<file path="src/rtl/iagu_fc_burst.sv">
// FC input address generator: replays the input-piece address walk once per output piece,
// issuing bursts of IOB reads per group start. Optional tag outputs under `IAGU_FC_TAG_EN.
module iagu_fc_burst #(
    parameter int ADDR_W  = 12,
    parameter int PIECE_W = 8,
    parameter int BURST_W = 4
) (
    input  logic               i_clk,
    input  logic               i_rst_n,
    input  logic               i_agu_start,
    input  logic [ADDR_W-1:0]  i_start_addr,
    input  logic [ADDR_W-1:0]  i_addr_stride,
    input  logic [PIECE_W-1:0] i_in_piece_num,
    input  logic [PIECE_W-1:0] i_out_piece_num,
    input  logic [BURST_W-1:0] i_burst_len,
    input  logic               i_group_start,
    input  logic               i_iob_rdy,
    output logic               o_iob_ren,
    output logic [ADDR_W-1:0]  o_iob_raddr,
    output logic               o_precomp_rdy,
    output logic               o_group_load_end,
    output logic               o_busy,
`ifdef IAGU_FC_TAG_EN
    output logic               o_tag_last_in,
    output logic [PIECE_W-1:0] o_tag_out_piece,
`endif
    output logic               o_done
);

    typedef enum logic [1:0] {IDLE, WAIT_GRP, BURST, DONE} state_e;

    state_e             state_q, state_d;
    logic [ADDR_W-1:0]  start_q, start_d, stride_q, stride_d, addr_q, addr_d;
    logic [PIECE_W-1:0] in_num_q, in_num_d, out_num_q, out_num_d;
    logic [PIECE_W-1:0] in_q, in_d, out_q, out_d;
    logic [BURST_W-1:0] burst_len_q, burst_len_d, bcnt_q, bcnt_d;
    logic               pend_q, pend_d, gle_q, gle_d, done_q, done_d;
    logic               accept, last_in, last_out, burst_end, pend_nxt;

    assign accept    = (state_q == BURST) && i_iob_rdy;
    assign last_in   = (in_q == in_num_q - PIECE_W'(1));
    assign last_out  = (out_q == out_num_q - PIECE_W'(1));
    assign burst_end = (bcnt_q == burst_len_q - BURST_W'(1));

    // NOTE: every signal gets a default before any branch so no latch is inferred.
    always_comb begin
        state_d     = state_q;
        start_d     = start_q;
        stride_d    = stride_q;
        in_num_d    = in_num_q;
        out_num_d   = out_num_q;
        burst_len_d = burst_len_q;
        addr_d      = addr_q;
        in_d        = in_q;
        out_d       = out_q;
        bcnt_d      = bcnt_q;
        pend_d      = pend_q;
        pend_nxt    = pend_q | i_group_start;
        gle_d       = 1'b0;
        done_d      = 1'b0;

        if (i_agu_start) begin
            // Zero counts are stored as one so the terminal compares never underflow.
            start_d     = i_start_addr;
            stride_d    = i_addr_stride;
            in_num_d    = (i_in_piece_num == '0) ? PIECE_W'(1) : i_in_piece_num;
            out_num_d   = (i_out_piece_num == '0) ? PIECE_W'(1) : i_out_piece_num;
            burst_len_d = (i_burst_len == '0) ? BURST_W'(1) : i_burst_len;
            addr_d      = i_start_addr;
            in_d        = '0;
            out_d       = '0;
            bcnt_d      = '0;
            pend_d      = 1'b0;
            state_d     = WAIT_GRP;
        end else begin
            case (state_q)
                WAIT_GRP: begin
                    if (i_group_start) begin
                        bcnt_d  = '0;
                        state_d = BURST;
                    end
                end
                BURST: begin
                    pend_d = pend_nxt;
                    if (accept) begin
                        bcnt_d = bcnt_q + BURST_W'(1);
                        if (last_in) begin
                            in_d   = '0;
                            addr_d = start_q;
                            out_d  = out_q + PIECE_W'(1);
                        end else begin
                            in_d   = in_q + PIECE_W'(1);
                            addr_d = addr_q + stride_q;
                        end
                        if (last_in && last_out) begin
                            done_d  = 1'b1;
                            gle_d   = 1'b1;
                            bcnt_d  = '0;
                            pend_d  = 1'b0;
                            state_d = DONE;
                        end else if (burst_end) begin
                            // A queued group start chains straight into the next burst.
                            gle_d   = 1'b1;
                            bcnt_d  = '0;
                            pend_d  = 1'b0;
                            state_d = pend_nxt ? BURST : WAIT_GRP;
                        end
                    end
                end
                default: ;
            endcase
        end
    end

    // NOTE: sequential state uses non-blocking assignments only.
    always_ff @(posedge i_clk or negedge i_rst_n) begin
        if (!i_rst_n) begin
            state_q     <= IDLE;
            start_q     <= '0;
            stride_q    <= '0;
            in_num_q    <= '0;
            out_num_q   <= '0;
            burst_len_q <= '0;
            addr_q      <= '0;
            in_q        <= '0;
            out_q       <= '0;
            bcnt_q      <= '0;
            pend_q      <= 1'b0;
            gle_q       <= 1'b0;
            done_q      <= 1'b0;
        end else begin
            state_q     <= state_d;
            start_q     <= start_d;
            stride_q    <= stride_d;
            in_num_q    <= in_num_d;
            out_num_q   <= out_num_d;
            burst_len_q <= burst_len_d;
            addr_q      <= addr_d;
            in_q        <= in_d;
            out_q       <= out_d;
            bcnt_q      <= bcnt_d;
            pend_q      <= pend_d;
            gle_q       <= gle_d;
            done_q      <= done_d;
        end
    end

    assign o_iob_ren        = (state_q == BURST);
    assign o_iob_raddr      = o_iob_ren ? addr_q : '0;
    assign o_precomp_rdy    = (state_q == WAIT_GRP) || (state_q == BURST);
    assign o_busy           = (state_q != IDLE);
    assign o_group_load_end = gle_q;
    assign o_done           = done_q;

`ifdef IAGU_FC_TAG_EN
    assign o_tag_last_in   = o_iob_ren && last_in;
    assign o_tag_out_piece = o_iob_ren ? out_q : '0;
`endif

endmodule

</file>
<file path="config.mk">
export PLATFORM = sky130hd
export DESIGN_NAME = iagu_fc_burst
export DESIGN_NICKNAME = d
export VERILOG_FILES = /design/src/rtl/iagu_fc_burst.sv
export SDC_FILE = /design/constraint.sdc
export NUM_CORES = 1
export LEC_CHECK = 0
export BUFFER_PORTS_ARGS = -buffer_cell sky130_fd_sc_hd__buf_2
export CAP_MARGIN = 20
export CORE_MARGIN = 4
export CORE_UTILIZATION = 31
export DETAILED_ROUTE_END_ITERATION = 7
export HOLD_SLACK_MARGIN = 0.02
export PLACE_DENSITY = 0.49
export SKIP_LAST_GASP = 1
export SLEW_MARGIN = 20
export SYNTH_ARGS = -nofsm -noshare
export SYNTH_HDL_FRONTEND = slang
export SYNTH_SLANG_ARGS = --single-unit
</file>
<file path="constraint.sdc">
create_clock -name i_clk -period 9.43 [get_ports i_clk]
set_input_delay 0.4715 -clock i_clk [delete_from_list [all_inputs] [get_ports i_clk]]
set_output_delay 0.4715 -clock i_clk [all_outputs]
set_load 0.05 [all_outputs]
</file>
==> results of run 1 <==
-- registers in the layout (all words and copies together), names as in the netlist --
signal	cells
addr_q	12
start_q	12
stride_q	12
in_num_q	8
in_q	8
out_num_q	8
out_q	8
bcnt_q	4
burst_len_q	4
state_q	2
o_done	1
o_group_load_end	1
pend_q	1
-- layout make-up --
class / count / area, sq um
fillers: 1467 / 9229
multi-input cells: 352 / 2510
flip-flops and latches: 81 / 2027
repair buffers: 70 / 367.9
clock buffers: 12 / 246.5
well taps: 184 / 230.2
inverters: 19 / 71.32
clock inverters: 3 / 17.52
-- final timing paths --
kind | to | cells after the start | startpoint
max reg2reg | state_q[0] | 9 | in_num_q[0]
min reg2reg | start_q[5] | 1 | start_q[5]
min in group asynchronous | out_num_q[1] | 2 | i_rst_n
max in group asynchronous | o_done | 3 | i_rst_n
min | out_num_q[5] | 3 | i_out_piece_num[5]
max | state_q[0] | 9 | in_num_q[0]
-- critical path: cells and delay by family (launching register included) --
family | cells | cell delay (ps)
fa+ha+maj | 1 | 200
flops | 1 | 420
compound gates | 5 | 1890
simple gates | 2 | 600
buf+inv | 1 | 90
-- cells by family after synthesis --
logic type	Yosys count	synth area share
AOI/OAI and AO/OA	103	0.1442
xor gates and xnor gates	41	0.07651
adders and majority gates	21	0.05758
buffers and inverters	37	0.03332
DFF	81	0.4319
muxes	39	0.09251
and+or+nand+nor	148	0.1640
-- what timing repair did --
item	4_1_cts	5_1_grt
setup endpoints to repair	0	0
hold endpoints to repair	18	0
hold buffers	1	0
-- layout by cell type, fill, tap and decap left out, types with 5 or more instances in the layout --
| cell type | n |
|---|---|
| buf_4 | 5 |
| nand3_1 | 12 |
| a22oi_1 | 7 |
| dfrtp_1 | 81 |
| nor2_1 | 32 |
| clkbuf_16 | 9 |
| xnor2_1 | 17 |
| buf_2 | 64 |
| nand2_1 | 33 |
| nor3_1 | 11 |
| a21oi_1 | 23 |
| ha_1 | 20 |
| and3_1 | 6 |
| and2_1 | 16 |
| inv_1 | 19 |
| o21ai_0 | 33 |
| xor2_1 | 24 |
| nor2b_1 | 6 |
| mux2_2 | 35 |
| nand4_1 | 6 |
| a31oi_1 | 5 |
-- stage by stage --
stage / hold slack, ps / power (uW) / cell area, sq um / utilization
after floorplan: 175.9 / 693.5 / 4693 / -
after global placement: 369.8 / 776.0 / 5196 / 0.3535
after detailed placement: 365.0 / 784.4 / 5196 / 0.3535
after CTS: 340.9 / 1113 / 5470 / 0.3721
after global routing: 363.0 / 1167 / 5470 / 0.3721
final: 358.8 / 1095 / 5470 / 0.3721
-- metal layers --
metal / global-route usage / up-vias / share of wire
met3: 0.02683 / 12 / 0.034
met5: 0 / - / 0.0011
met4: 0.04537 / 2 / 0.013
li1: - / 1823 / -
met2: 0.2276 / 57 / 0.47
met1: 0.1817 / 1772 / 0.48
-- where the power goes --
part           leakage (uW)  switching, uW  internal (uW)
clock network      0.000128            138            183
logic               0.00134            220            135
registers           0.00101           33.9            385
total               0.00248            391            703
==> impl_metrics.yaml, run 1 <==
run_status:
  status: "finished clean"
die:
  die_h_microns: 131.0
  rows: 44
  die_x_microns: 131.0
  dieArea_sq_mm: 0.01717
  ios: 66
  initial_core_util: 0.3193
  core_area_sq_mm: 0.01470
synth:
  netlist_area_sq_mm: 0.004693
  ys_seq_area_frac: 0.4319
  synth_area_leader_cell: "dfrtp_1"
  synth_fp_nets: 540
  yosysMostFrequentCell: "dfrtp_1"
  synth_seq_cells: 81
  synth_flop_cell: "dfrtp_1"
  yosys-top-cells-count: "dfrtp_1, mux2_2, nand2_1, o21ai_0, nor2_1"
  yosysTopAreaCellShare: 0.4319
  yosysWarnings: 0
  syn_avg_cell_area_sq_um: 9.986
  synthCells: 470
  ys_types: 58
  synth_edf_count: 0
  synth_area_leaders: "dfrtp_1, mux2_2, ha_1, xor2_1, o21ai_0"
  async_reset_ff_frac: 1.000
place:
  gp_congestion: 0.8539
  place_ws_ps: 6144
  post-place-cells: 705
  hpwl_microns: 8000
  portBuffers: 65
route:
  drt-total-wl_microns: 11250
  num_vias: 3666
  drc: 0
  via_per_inst: 5.085
  routedWlPerCell_microns: 15.60
  drt-pass1-iter-count: 4
  drtIter0Drc: 148
  ant_nets: 0
worst_setup_path:
  slowest_delay_ps: 560
  crit_type: "reg2reg"
  worstPathCellList: "inv_1, ha_1, or3b_2, o31a_1, a2111o_1, a221o_1, o31a_2, nor2_4, o221a_1"
  worst_setup_path_start_kind: "flop"
  arrival_ps: 3540
  crit_path_end_kind: "flop"
  slowest_stage: "a221o_1"
  critPathRequiredTime_ps: 9700
  path_max_fanout: 10
  reg2reg_slack_ps: 6160
final_layout:
  nNetsFinal: 603
  final_cells: 721
  drive_gt1_frac: 0.2384
  num_antenna_cells: 0
  syn_to_final_growth_pct: 16.56
sta:
  setup_tns_ps: 0
  fin_ws_ps: 6162
  rsz0062_at_grt: "no"
  max-slew-margin-rel: 0.3801
  finalCriticalPeriod_ps: 3268
  finalClockSkew_ps: 10.52
  finalHoldViolCount: 0
  finalCritPeriodShare: 0.3465
  tightest_slew_ps: 929.8
  finalSetupViolCount: 0
  max_freq_mhz: 306.0
  slew_violations: 0
clocking:
  cts.clk_slew.worst_paths_ps: 60
  cts_resized: 0
  htreeDepth: 3
  post_cts_buffers: 0
  clk_latency_ps: 340
  cts_tree: "done"
  clock-sinks: 81
  clockRootBuffer: "clkbuf_16"
  cts_buffer_depth: 2
  cts_made_buffers: 9
grt:
  grt_pass1_wl_microns: 18630
  grt_max_degree: 84
  gr-total-overflow: 0
  grt_pass1_vias: 3789
  antenna_found_initial: 1
  grt_usage: 0.1379
power:
  vdd_ir_drop_max_uv: 92.33
  p_leak_uw: 0.002477
  power_density_mw_per_mm2: 200.1
job:
  maxCapViolations: 0
worst_hold_path:
  hold_class: "in2reg"
Note: power is estimated with default switching activity, not from simulation.
==> run 2, diff against run 1 <==
==> constraint.sdc (replaced) <==
create_clock -name i_clk -period 3.3 [get_ports i_clk]
set_input_delay 0.165 -clock i_clk [delete_from_list [all_inputs] [get_ports i_clk]]
set_output_delay 0.165 -clock i_clk [all_outputs]
set_load 0.05 [all_outputs]
==> run 2 against run 1 <==
Via count up 2.4%. Clock power rose to 3.9 times the previous value. First-iteration DRC count up 64%. Combinational power rose to 2.9 times the previous value. Design area up 3.2%. Sequential cell count unchanged. Fmax up 4.0%. Register-to-register slack worse by 6000 ps. Critical endpoint unchanged.
==> impl_metrics.yaml, run 2 (synthesized netlist as in run 1, its figures left out) <==
run_status:
  status: "finished clean"
route:
  drc: 0
  drt-pass1-iter-count: 4
  ant_nets: 0
  via_per_inst: 5.142
  routedWlPerCell_microns: 16.28
  drtIter0Drc: 242
  num_vias: 3754
  drt-total-wl_microns: 11880
worst_setup_path:
  path_max_fanout: 7
  worst_setup_path_start_kind: "flop"
  arrival_ps: 3430
  critPathRequiredTime_ps: 3590
  crit_path_end_kind: "flop"
  crit_type: "reg2reg"
die:
  core_area_sq_mm: 0.01470
  die_h_microns: 131.0
  ios: 66
  dieArea_sq_mm: 0.01717
  initial_core_util: 0.3193
  die_x_microns: 131.0
  rows: 44
grt:
  antenna_found_initial: 1
  gr-total-overflow: 0
  grt_pass1_wl_microns: 19510
  grt_usage: 0.1468
  grt_max_degree: 70
  grt_pass1_vias: 3887
clocking:
  htreeDepth: 3
  clockRootBuffer: "clkbuf_16"
  cts_made_buffers: 9
  clock-sinks: 81
  cts.clk_slew.worst_paths_ps: 60
  clk_latency_ps: 350
  post_cts_buffers: 0
  cts_tree: "done"
  cts_buffer_depth: 2
final_layout:
  layout_common_cells: "dfrtp_1, buf_2, mux2_2"
  seqCellArea_sq_mm: 0.002027
  fin_util: 0.3840
  nNetsFinal: 611
  top_regs: "addr_q: 12 flops, start_q: 12 flops, stride_q: 12 flops"
  postLayoutCellArea_sq_mm: 0.005644
  num_antenna_cells: 0
  drive_gt1_frac: 0.2509
  layout.cells.most_common: "dfrtp_1"
  syn_to_final_growth_pct: 20.26
  multi_input_area_sq_mm: 0.002511
  nFillCells: 1466
sta:
  slew_violations: 0
  max_freq_mhz: 318.2
  setup_tns_ps: 0
  rsz0062_at_grt: "no"
  finalCriticalPeriod_ps: 3143
  finalHoldViolCount: 0
  hold_slack_ps: 39.99
  finalSetupViolCount: 0
  finalClockSkew_ps: 8.995
  max-slew-margin-rel: 0.3731
  finalCritPeriodShare: 0.9523
  tightest_slew_ps: 940.3
place:
  gp_congestion: 0.8717
  portBuffers: 65
  hpwl_microns: 8499
  place_area_sq_mm: 0.005254
power:
  power_density_mw_per_mm2: 615.7
  p_leak_uw: 0.002565
  vdd_ir_drop_max_uv: 358.8
worst_hold_path:
  hold_class: "in2reg"
job:
  maxCapViolations: 0
## run 2: cell count changes in the layout (fill, tap and decap cells not counted)
cell,change
clkinvlp_4,-1
bufinv_16,+4
dlygate4sd3_1,+2
clkbuf_1,-1
clkbuf_8,-1
a221o_1,-1
a221o_2,+1
buf_12,+1
buf_4,+5
## run 2: area by class of cell
cell class | instances | share of cell area
clock buffers | 10 | 0.04057
clock inverters | 6 | 0.02305
inverters | 19 | 0.01264
multi-input cells | 352 | 0.4449
flip-flops and latches | 81 | 0.3591
well taps | 184 | 0.04079
repair buffers | 78 | 0.07892
## run 2: stage by stage
step / setup slack [ps] / std cells / total power, uW
after global routing: 28.03 / 730 / 3675
after CTS: 87.85 / 730 / 3517
after global placement: 199.6 / 711 / 2239
final: 157.3 / 730 / 3475
after floorplan: 255.3 / 470 / 1982
after detailed placement: 100.5 / 711 / 2259
## run 2: critical path, stage by stage (launching register included)
cell	delay, ps
dfrtp_1	420
inv_1	90
ha_1	200
or3b_2	500
o31a_1	270
a2111o_1	380
a221o_2	470
o31a_2	450
nor2_4	110
o221a_1	190
## run 2: per-layer routing
metal / share of wire / vias to the layer above / global-route usage
li1: - / 1825 / -
met1: 0.46 / 1835 / 0.1834
met2: 0.48 / 78 / 0.2407
met3: 0.052 / 14 / 0.04675
met4: 0.014 / 2 / 0.04840
met5: 0.00059 / - / 0
## run 2: final timing paths
path                                    start      endpoint  slack [ps]  depth (start not counted)
min in group asynchronous             i_rst_n   in_num_q[0]         490                          2
setup / recovery                  in_num_q[0]    state_q[0]         160                          9
hold reg to reg                        pend_q        pend_q         500                          2
max in group asynchronous             i_rst_n     addr_q[3]        2040                          3
hold / removal             i_out_piece_num[1]  out_num_q[1]          40                          3
setup reg to reg                  in_num_q[0]    state_q[0]         160                          9
## run 2: what timing repair did
item / 4_1_cts / 5_1_grt
resized for setup: 0 / 1
setup endpoints to repair: 0 / 3
hold buffers: 3 / 0
endpoints found under the hold margin: 70 / 0
## run 2: power by group
| part | internal, uW | switching [uW] |
|---|---|---|
| logic | 400 | 640 |
| registers | 1100 | 96.0 |
| clock network | 814 | 424 |
